### src/rtl/lectura_rtc.sv
// Read sequencer for the multiplexed address/data RTC bus.
// Walks the register map into shadows, then commits every shadow to the outputs on one edge.
module lectura_rtc (
  input  logic       clk,
  input  logic       reset,
  input  logic       Lectura,
  input  logic       Lee_timer,
  input  logic       DIR,
  input  logic       DAT,
  input  logic       cambio_estado,
  input  logic [7:0] Dato_in,
  output logic [7:0] Dato_Dire,
  output logic       E_lec,
  output logic       Term_Lec,
  output logic [7:0] Seg,
  output logic [7:0] Min,
  output logic [7:0] Hora,
  output logic [7:0] Dia,
  output logic [7:0] Mes,
  output logic [7:0] Ano,
  output logic [7:0] T_Seg,
  output logic [7:0] T_Min,
  output logic [7:0] T_Hora
);

  typedef enum logic [3:0] {
    IDLE, CMD, R_SEG, R_MIN, R_HORA, R_DIA, R_MES, R_ANO,
    R_TSEG, R_TMIN, R_THORA, DONE
  } state_t;

  state_t state, state_next;

  logic             lt_reg;
  logic [8:0][7:0]  shadow;
  logic [8:0][7:0]  committed;
  logic [7:0]       addr;
  logic [3:0]       sh_idx;
  logic             has_shadow;
  logic             on_bus;
  logic             advance;
  logic             commit;

  // Address and shadow slot owned by the current state.
  always_comb begin
    addr       = 8'h00;
    sh_idx     = 4'd0;
    has_shadow = 1'b1;
    case (state)
      CMD:     begin addr = 8'hF0; has_shadow = 1'b0; end
      R_SEG:   begin addr = 8'h21; sh_idx = 4'd0; end
      R_MIN:   begin addr = 8'h22; sh_idx = 4'd1; end
      R_HORA:  begin addr = 8'h23; sh_idx = 4'd2; end
      R_DIA:   begin addr = 8'h24; sh_idx = 4'd3; end
      R_MES:   begin addr = 8'h25; sh_idx = 4'd4; end
      R_ANO:   begin addr = 8'h26; sh_idx = 4'd5; end
      R_TSEG:  begin addr = 8'h41; sh_idx = 4'd6; end
      R_TMIN:  begin addr = 8'h42; sh_idx = 4'd7; end
      R_THORA: begin addr = 8'h43; sh_idx = 4'd8; end
      default: has_shadow = 1'b0;
    endcase
  end

  assign on_bus  = (state != IDLE) && (state != DONE);
  assign advance = on_bus && !DIR && !DAT && cambio_estado;

  always_ff @(posedge clk) begin
    if (reset) state <= IDLE;
    else       state <= state_next;
  end

  always_comb begin
    state_next = state;
    case (state)
      IDLE:    if (Lectura) state_next = CMD;
      CMD:     if (advance) state_next = R_SEG;
      R_SEG:   if (advance) state_next = R_MIN;
      R_MIN:   if (advance) state_next = R_HORA;
      R_HORA:  if (advance) state_next = R_DIA;
      R_DIA:   if (advance) state_next = R_MES;
      R_MES:   if (advance) state_next = R_ANO;
      R_ANO:   if (advance) state_next = lt_reg ? R_TSEG : DONE;
      R_TSEG:  if (advance) state_next = R_TMIN;
      R_TMIN:  if (advance) state_next = R_THORA;
      R_THORA: if (advance) state_next = DONE;
      DONE:    state_next = IDLE;
      default: state_next = IDLE;
    endcase
  end

  always_comb begin
    E_lec    = (state != IDLE);
    Term_Lec = (state == DONE);
  end

  assign commit = (state_next == DONE) && (state != DONE);

  always_ff @(posedge clk) begin
    if (reset) begin
      lt_reg    <= 1'b0;
      Dato_Dire <= 8'h00;
      shadow    <= '0;
      committed <= '0;
    end else begin
      if (state == IDLE && Lectura)
        lt_reg <= Lee_timer;
      if (on_bus) begin
        if (DIR)
          Dato_Dire <= addr;
        else if (DAT && has_shadow)
          shadow[sh_idx] <= Dato_in;
      end
      // Single-edge commit so readers never see a half-updated time.
      if (commit) begin
        for (int i = 0; i < 6; i++) committed[i] <= shadow[i];
        if (lt_reg)
          for (int i = 6; i < 9; i++) committed[i] <= shadow[i];
      end
    end
  end

  assign Seg    = committed[0];
  assign Min    = committed[1];
  assign Hora   = committed[2];
  assign Dia    = committed[3];
  assign Mes    = committed[4];
  assign Ano    = committed[5];
  assign T_Seg  = committed[6];
  assign T_Min  = committed[7];
  assign T_Hora = committed[8];

endmodule
### config.mk
export PLATFORM = sky130hd
export DESIGN_NAME = lectura_rtc
export DESIGN_NICKNAME = d
export VERILOG_FILES = /design/src/rtl/lectura_rtc.sv
export SDC_FILE = /design/constraint.sdc
export NUM_CORES = 1
export LEC_CHECK = 0
export CORE_ASPECT_RATIO = 1.5
export CORE_MARGIN = 8
export CORE_UTILIZATION = 48
export CTS_CLUSTER_DIAMETER = 100
export DETAILED_ROUTE_END_ITERATION = 8
export PLACE_DENSITY = 0.71
export SLEW_MARGIN = 20
export SYNTH_ARGS = -nofsm -noshare
export SYNTH_HDL_FRONTEND = slang
export SYNTH_SLANG_ARGS = --single-unit
export TNS_END_PERCENT = 30
### constraint.sdc
create_clock -name clk -period 1.65 [get_ports clk]
set_input_delay 0.2475 -clock clk [delete_from_list [all_inputs] [get_ports clk]]
set_output_delay 0.2475 -clock clk [all_outputs]
set_load 0.02 [all_outputs]
## Yosys cells after proc, flatten, opt, wreduce, memory -nomap -nowiden

Index checks and enable logic that the tools add are counted.

| cells by class | value |
|---|---|
| order comparisons | 2 |
| equal/unequal tests | 13 |
| mux-type cells | 19 |
| bitwise operators | 1 |
| reduce and logical (&&, ||, !) cells | 16 |

Operators by type and width:

| kind | count |
|---|---|
| $pmux 8 s10 | 1 |
| $bwmux 72 | 1 |
| $mux 4 | 11 |
| $pmux 4 s11 | 1 |
| $demux 8 s4 | 1 |
| $pmux 4 s8 | 1 |
| $eq 4x4->1 const B | 5 |
| $eq 4x3->1 const B | 4 |
| $reduce_or 9->1 | 1 |
| $eq 4x2->1 const B | 2 |
| $logic_and 1x1->1 | 8 |
| $mux 8 | 1 |
| $lt 4x5->1 const B | 1 |
| $eq 4x1->1 const B | 1 |
| $ge 4x1->1 const B | 1 |
| $logic_not 4->1 | 1 |
| $ne 4x4->1 const B | 1 |
| $reduce_and 2->1 | 2 |
| $reduce_bool 4->1 | 1 |
| $reduce_and 3->1 | 1 |
| $logic_not 1->1 | 2 |
| $mux 2 | 1 |
| $mux 1 | 1 |
| $not 1->1 | 1 |

| word-level totals | value |
|---|---|
| register bits | 157 |
| input port bits | 15 |
| output and inout bits | 82 |
| logic and storage cells | 72 |

## Longest topological paths before layout

Gate-level depths: netlist (run 1).

| logic depth | value |
|---|---|
| word-level depth | 10 |
| gate-level depth with buffers | 8 |
| gate-level depth less buffers | 5 |

## Least setup slack after synthesis (run 1)

OpenSTA, ideal clock, no wires.

| timing path | value |
|---|---|
| path type | register to register |
| start point | register state[3] |
| end point | register committed, in the netlist T_Hora[1] |
| setup time | 72 ps |
| arrival time | 1606 ps |
| required time | 1578 ps |
| path slack | -27 ps |
| cell stages (with the launch flop) | 9 |
| path buffers | 3 |
| period minus slack after synthesis | 1677 ps |
| cells stage by stage | dfxtp_1 buf_2 nor2_1 nand3_1 o211ai_2 and3_1 buf_6 buf_6 mux2i_1 |

| between the ends | value |
|---|---|
| cells in the longest elaborated chain, start to end | 10 |
| elaborated cells between the ends (all ways) | 32 |
| those cells by class | eq/ne: 12; mux: 12; reduce/logical: 8 |

RTL lines:

| what | line | source |
|---|---|---|
| from (decl) | 31 | `state_t state, state_next;` |
| from (signal assigned) | 68 | `else state <= state_next;` |
| $ne 4x4->1 / $reduce_bool 4->1 (equally long branches) | 63, 95 |  |
| $logic_and 1x1->1 | 63 | `assign on_bus = (state != IDLE) && (state != DONE);` |
| $logic_and 1x1->1 (3 in series) | 64 | `assign advance = on_bus && !DIR && !DAT && cambio_estado;` |
| $mux 4 (tied with other cells) | 84 | `R_THORA: if (advance) state_next = DONE;` |
| $pmux 4 s11 | 73 | `case (state)` |
| $eq 4x4->1 | 95 | `assign commit = (state_next == DONE) && (state != DONE);` |
| $logic_and 1x1->1 (*) | 95 |  |
| $reduce_and 2->1 (no line) (*) | n/a |  |
| to (signal assigned) | 102 | `committed <= '0;` |
| to (decl) | 35 | `logic [8:0][7:0] committed;` |

Mark *: on every way between the ends. The rest lies on a longest branch, timed or not.
A chain may end at the register's enable or synchronous reset.

## Worst setup path after layout (run 1)

| timing path | value |
|---|---|
| start point | register state[3] |
| end point | register committed, in the netlist T_Hora[3] |

The elaborated chain is that of the path after synthesis.

==> impl_metrics.ini, run 1 <==
[placed_design]
portBuffers = 95
post-dp-hpwl_mm = 11.1
place.gp.congestion = 0.878
placed_area_mm2 = 0.00762

[routing]
drt-initial-drc-count = 338
via_per_inst = 5.56
drc_errors = 0
routedWlPerCell_um = 17.0
postRouteAntennaNets = 0
drt-total-wl_mm = 17.1
dr.pass1.iters = 5
vias = 5570

[global_routing]
grt_max_degree = 73
grt_pass1_wl_mm = 26.4
grt_pass1_vias = 5281
grt_overflow = 0
grtUsageTotal_pct = 19.7
antenna_found_initial = 0

[floorplan]
start_util_pct = 48.5
core_area_mm2 = 0.0128
fp.dieH_um = 155
io_pins = 97
die-area_mm2 = 0.0169
die_x_um = 109
fp-row-count = 51

[clock_network]
cts_tree = built
holdBufCountCts = 0
clock_latency_ns = 0.43
cts_buffers = 17
htreeDepth = 4
clockBufferDepth = 2
root_buffer = clkbuf_16
clkTransAtPathRegs_ns = 0.06
cts_sinks = 155

[logic_synthesis]
ys.warnings.count = 0
synth_top_area_share_pct = 49.9
synthTopCellsByArea = dfxtp_1 (50%), mux2i_1 (8.2%), a21oi_1 (8.1%), nand3_1 (8.0%), nand2b_1 (5.2%)
synth_fp_nets = 738
synth_top_area_cell = dfxtp_1
syn_avg_cell_area_um2 = 8.60
ys_seq_area_share_pct = 49.9
syn_area_mm2 = 0.00622
yosysUniqueCellTypes = 42
ys_ff_latch = 155
netlist_instances = 723

[sta]
finalCritPeriodShare_pct = 107
hold_violations = 0
fmax_ghz = 0.569
slew_headroom_pct = 57.2
min_period_ns = 1.76
skew_ns = 0.0134
layout_setup_ws_ns = -0.108
drv_slew = 0
max_slew.worst_pin.slew_ns = 0.640
finalSetupViolations = 72
rsz0062_at_grt = yes

[power_and_ir_drop]
p_leak_uw = 0.00354
power.total_uw = 8150
seq_power_share_pct = 46.2
powerDensity_mw_per_mm2 = 968
clkPwrFrac_pct = 47.1
max-vdd-ir-drop_mv = 0.797
p_switching_uw = 1960
switching_share_pct = 24.0
p_comb_share_pct = 6.7
p_int_uw = 6190

[critical_path]
cp_data_arrival_time_ns = 2.11
reg2reg_to = T_Hora[3]
crit_cells = 7
crit_path_start_kind = flop
ff2ff_path_depth = 7
path_cells = and4bb_1 > a211oi_2 > buf_4 > o211ai_4 > and3_4 > buf_12 > mux2i_1
critPathKind = reg -> reg
worstPathRequired_ns = 2.00
path_max_fanout = 12
reg2reg_slack_ns = -0.11
crit_family = simple AND/OR/NAND/NOR gates
crit_buf_inv = 2
crit_slowest_cell = dfxtp_4
end_kind = flop
max_stage_delay_ns = 0.36
r2r-start = state[3]

[finish]
final_layout_size_suffix_gt1_share_pct = 14.6
largest_reg_flops = 72
regMostFlops = shadow
area_growth_pct = 35.2
multiInputGateArea_mm2 = 0.00286
n_fill_cell = 1057
seq_area_mm2 = 0.00311
antenna_cells = 0
fin_nets = 845
final_cell_mix = dfxtp_1 (151), a21oi_1 (100), nand3_1 (98)
final_core_util_pct = 65.6
final_common_cell = dfxtp_1
final_area_mm2 = 0.00841

[hold_path]
min_to = state[3]
hold_path.class = in -> reg
holdPathStages = 2
hold_start = reset

[job]
max-cap-violations = 0

[outcome]
status = finished with violations
violations = negative setup slack
-- cells in the mapped netlist (all sizes together) --
cell / n
inv: 3
or3b: 1
and3: 2
a221oi: 1
a2111oi: 1
nor3b: 3
nor3: 6
o21bai: 1
mux2i: 51
nand2b: 52
nand2: 62
a31oi: 1
dfxtp: 155
xor2: 1
nand4: 1
o211a: 1
clkbuf: 45
nor2b: 2
and4bb: 1
o21a: 1
nor2: 42
a21oi: 101
o2111ai: 1
nand3: 100
a211oi: 2
o21ai: 55
o211ai: 2
conb: 1
and2: 2
xnor2: 2
buf: 24
-- what timing repair did --
item | CTS | global route
pin swaps | 5 | 1
setup buffers | 3 | 0
gates resized for setup | 40 | 45
cloned | 1 | 1
setup endpoints to repair | 109 | 153
-- kinds of logic after synthesis --
family	after synthesis	share of synthesized area [%]
AO/OA/AOI/OAI	167	14.3
buffers and inverters	72	5.41
other	1	0.0603
multiplexers	51	8.21
XOR/XNOR	3	0.423
flip-flops	155	49.9
AND/OR/NAND/NOR	274	21.7
-- cell type report --
cell class / count / area share [%]
Sequential cell: 155 / 37.0
Multi-Input combinational cell: 496 / 34.0
Timing Repair Buffer: 157 / 19.7
Clock buffer: 18 / 5.10
Tap cell: 159 / 2.37
Clock inverter: 14 / 1.73
Inverter: 3 / 0.134
-- power groups by stage --
stage	combinational (uW)	clock (uW)	sequential, uW
6_report	542	3840	3760
5_1_grt	567	4040	3760
4_1_cts	498	3860	3760
3_5_place_dp	494	0	3850
3_3_place_gp	486	0	3850
2_1_floorplan	277	0	3850
-- layer usage --
metal | wire length [um] | vias up | track usage (%) | part of all wire [%]
met5 | 0 | - | 0 | 0
met4 | 535 | 0 | 10.4 | 3.1
met3 | 825 | 39 | 4.14 | 4.8
met2 | 9030 | 173 | 34.6 | 53
met1 | 6680 | 2665 | 21.2 | 39
li1 | - | 2693 | - | -
-- stage by stage --
step                      hold slack [ns]  cells  TNS (ns)  setup WS, ns
after floorplan                     0.391    723         0       0.00615
after global placement              0.444    965    -47.89        -0.476
after detailed placement            0.448    965    -53.25        -0.539
after CTS                           0.323   1001     -5.01        -0.128
after global routing                0.356   1002     -9.47        -0.188
final                               0.339   1002     -3.70        -0.108
-- worst max-delay path by stage --
stage / from / endpoint / slack [ns]
floorplan: state[1] / T_Hora[1] / 0.006
global placement: DIR / T_Hora[2] / -0.48
detailed placement: DIR / T_Hora[3] / -0.54
CTS: state[3] / T_Hora[3] / -0.13
global route: state[3] / T_Seg[1] / -0.19
finish: state[3] / T_Hora[3] / -0.11
Note: power is estimated with default switching activity, not from simulation.
==> inputs of run 2 (changes only) <==
CORE_MARGIN = 10   (was 8)
CTS_CLUSTER_DIAMETER = 80   (was 100)
==> run 2 against run 1 <==
Compared with the run above: the flow still finishes with violations (negative setup slack); fmax barely moved; routed wire length rose by 5.7%; non-clock buffer count up 9; final cell count is 0.50% higher; combinational power is 12% higher; setup slack about the same; critical path type unchanged; count of clock-buffer cells in the layout grew 3; critical path depth decreased by 1; largest power group unchanged; hold slack better by 0.029 ns; sequential power is essentially flat.
==> impl_metrics.ini, run 2 (synthesis gave the netlist of run 1 again) <==
[outcome]
status = finished with violations
violations = negative setup slack

[job]
max-cap-violations = 0

[clock_network]
holdBufCountCts = 0
clkTransAtPathRegs_ns = 0.06
root_buffer = clkbuf_16
cts_sinks = 155
clock_latency_ns = 0.42
htreeDepth = 4
clockBufferDepth = 2
cts_tree = built
cts_buffers = 17

[routing]
dr.pass1.iters = 7
routedWlPerCell_um = 17.9
via_per_inst = 5.54
drc_errors = 0
drt-total-wl_mm = 18.0
drt-initial-drc-count = 342
vias = 5579
postRouteAntennaNets = 0

[floorplan]
fp.dieH_um = 159
io_pins = 97
fp-row-count = 50
core_area_mm2 = 0.0126
die-area_mm2 = 0.0180
die_x_um = 113
start_util_pct = 49.5

[sta]
slew_headroom_pct = 54.1
hold_violations = 0
hold_slack_ns = 0.368
skew_ns = 0.00829
min_period_ns = 1.76
fmax_ghz = 0.569
max_slew.worst_pin.slew_ns = 0.688
fin_setup_tns_ns = -4.12
finalCritPeriodShare_pct = 107
finalSetupViolations = 72
rsz0062_at_grt = yes
layout_setup_ws_ns = -0.108
drv_slew = 0

[global_routing]
grt_pass1_wl_mm = 27.9
grtUsageTotal_pct = 18.6
grt_pass1_vias = 5509
antenna_found_initial = 0
grt_overflow = 0
grt_max_degree = 80

[critical_path]
path_cells = and4bb_2 > a211oi_4 > o211ai_4 > and3_4 > buf_12 > mux2i_2
worstPathRequired_ns = 1.99
crit_slowest_cell = dfxtp_4
critPathKind = reg -> reg
crit_path_start_kind = flop
max_stage_delay_ns = 0.41
cp_data_arrival_time_ns = 2.10
path_max_fanout = 6
reg2reg_to = T_Hora[0]
reg2reg_slack_ns = -0.11
startpoint = state[2]
end_kind = flop
ff2ff_path_depth = 6
r2r-start = state[2]

[finish]
antenna_cells = 0
final_cell_mix = dfxtp_1 (151), a21oi_1 (98), nand3_1 (89)
fin_nets = 854
regMostFlops = shadow
final_core_util_pct = 68.9
final_layout_size_suffix_gt1_share_pct = 17.5
largest_reg_flops = 72
area_growth_pct = 39.3
final_common_cell = dfxtp_1

[placed_design]
portBuffers = 95
place.gp.congestion = 0.895
post-dp-hpwl_mm = 11.3
post-place-ws_ns = -0.533

[hold_path]
min_to = shadow[12]
hold_start = reset
hold_path.class = in -> reg
holdPathStages = 2

[power_and_ir_drop]
p_int_uw = 6260
p_switching_uw = 1890
clkPwrFrac_pct = 46.3
p_leak_uw = 0.00360
power.total_uw = 8150
p_comb_share_pct = 7.4
switching_share_pct = 23.2
seq_power_share_pct = 46.2
powerDensity_mw_per_mm2 = 940
max-vdd-ir-drop_mv = 0.662
[run 2: power groups by stage]
stage          clock, uW  sequential, uW  combinational (uW)
2_1_floorplan          0            3850                 277
3_3_place_gp           0            3850                 498
3_5_place_dp           0            3850                 505
4_1_cts             3820            3770                 526
5_1_grt             3980            3760                 639
6_report            3780            3770                 606
[run 2: worst max-delay path by stage]
stage,to,cells after the start
2_1_floorplan,T_Hora[1],8
3_3_place_gp,Seg[7],7
3_5_place_dp,T_Hora[0],6
4_1_cts,T_Seg[0],7
5_1_grt,T_Hora[5],6
6_report,T_Hora[0],6
[run 2: repair_timing]
item / CTS / global route
gates cloned: 2 / 6
pin swaps: 6 / 23
setup buffers: 5 / 2
resized for setup: 52 / 84
setup endpoints to repair: 110 / 143
[run 2: stage by stage]
| stage | cell area, um2 | cells |
|---|---|---|
| after floorplan | 6230 | 723 |
| after global placement | 7630 | 964 |
| after detailed placement | 7630 | 964 |
| after CTS | 8400 | 1002 |
| after global routing | 8660 | 1007 |
| final | 8660 | 1007 |
[run 2: final cells by class]
type / instances / area (um2)
fillers: 957 / 3910
flip-flops and latches: 155 / 3120
multi-input cells: 496 / 2970
repair buffers: 166 / 1810
clock buffers: 21 / 450
well taps: 156 / 195
clock inverters: 10 / 116
inverters: 3 / 11.3
[run 2: critical path: cells and delay by family (launching register included)]
family,cells,cell delay (ns)
buffers and inverters,1,0.15
multiplexers,1,0.20
flip-flops,1,0.41
AO/OA/AOI/OAI,2,0.29
AND/OR/NAND/NOR,2,0.62
[run 2: routing by layer]
layer / track usage (%) / up-vias / share of wire (%)
li1: - / 2708 / -
met2: 33.0 / 190 / 54
met4: 7.93 / 0 / 2.7
met3: 4.71 / 44 / 5.5
met1: 20.0 / 2637 / 38
met5: 0 / - / 0
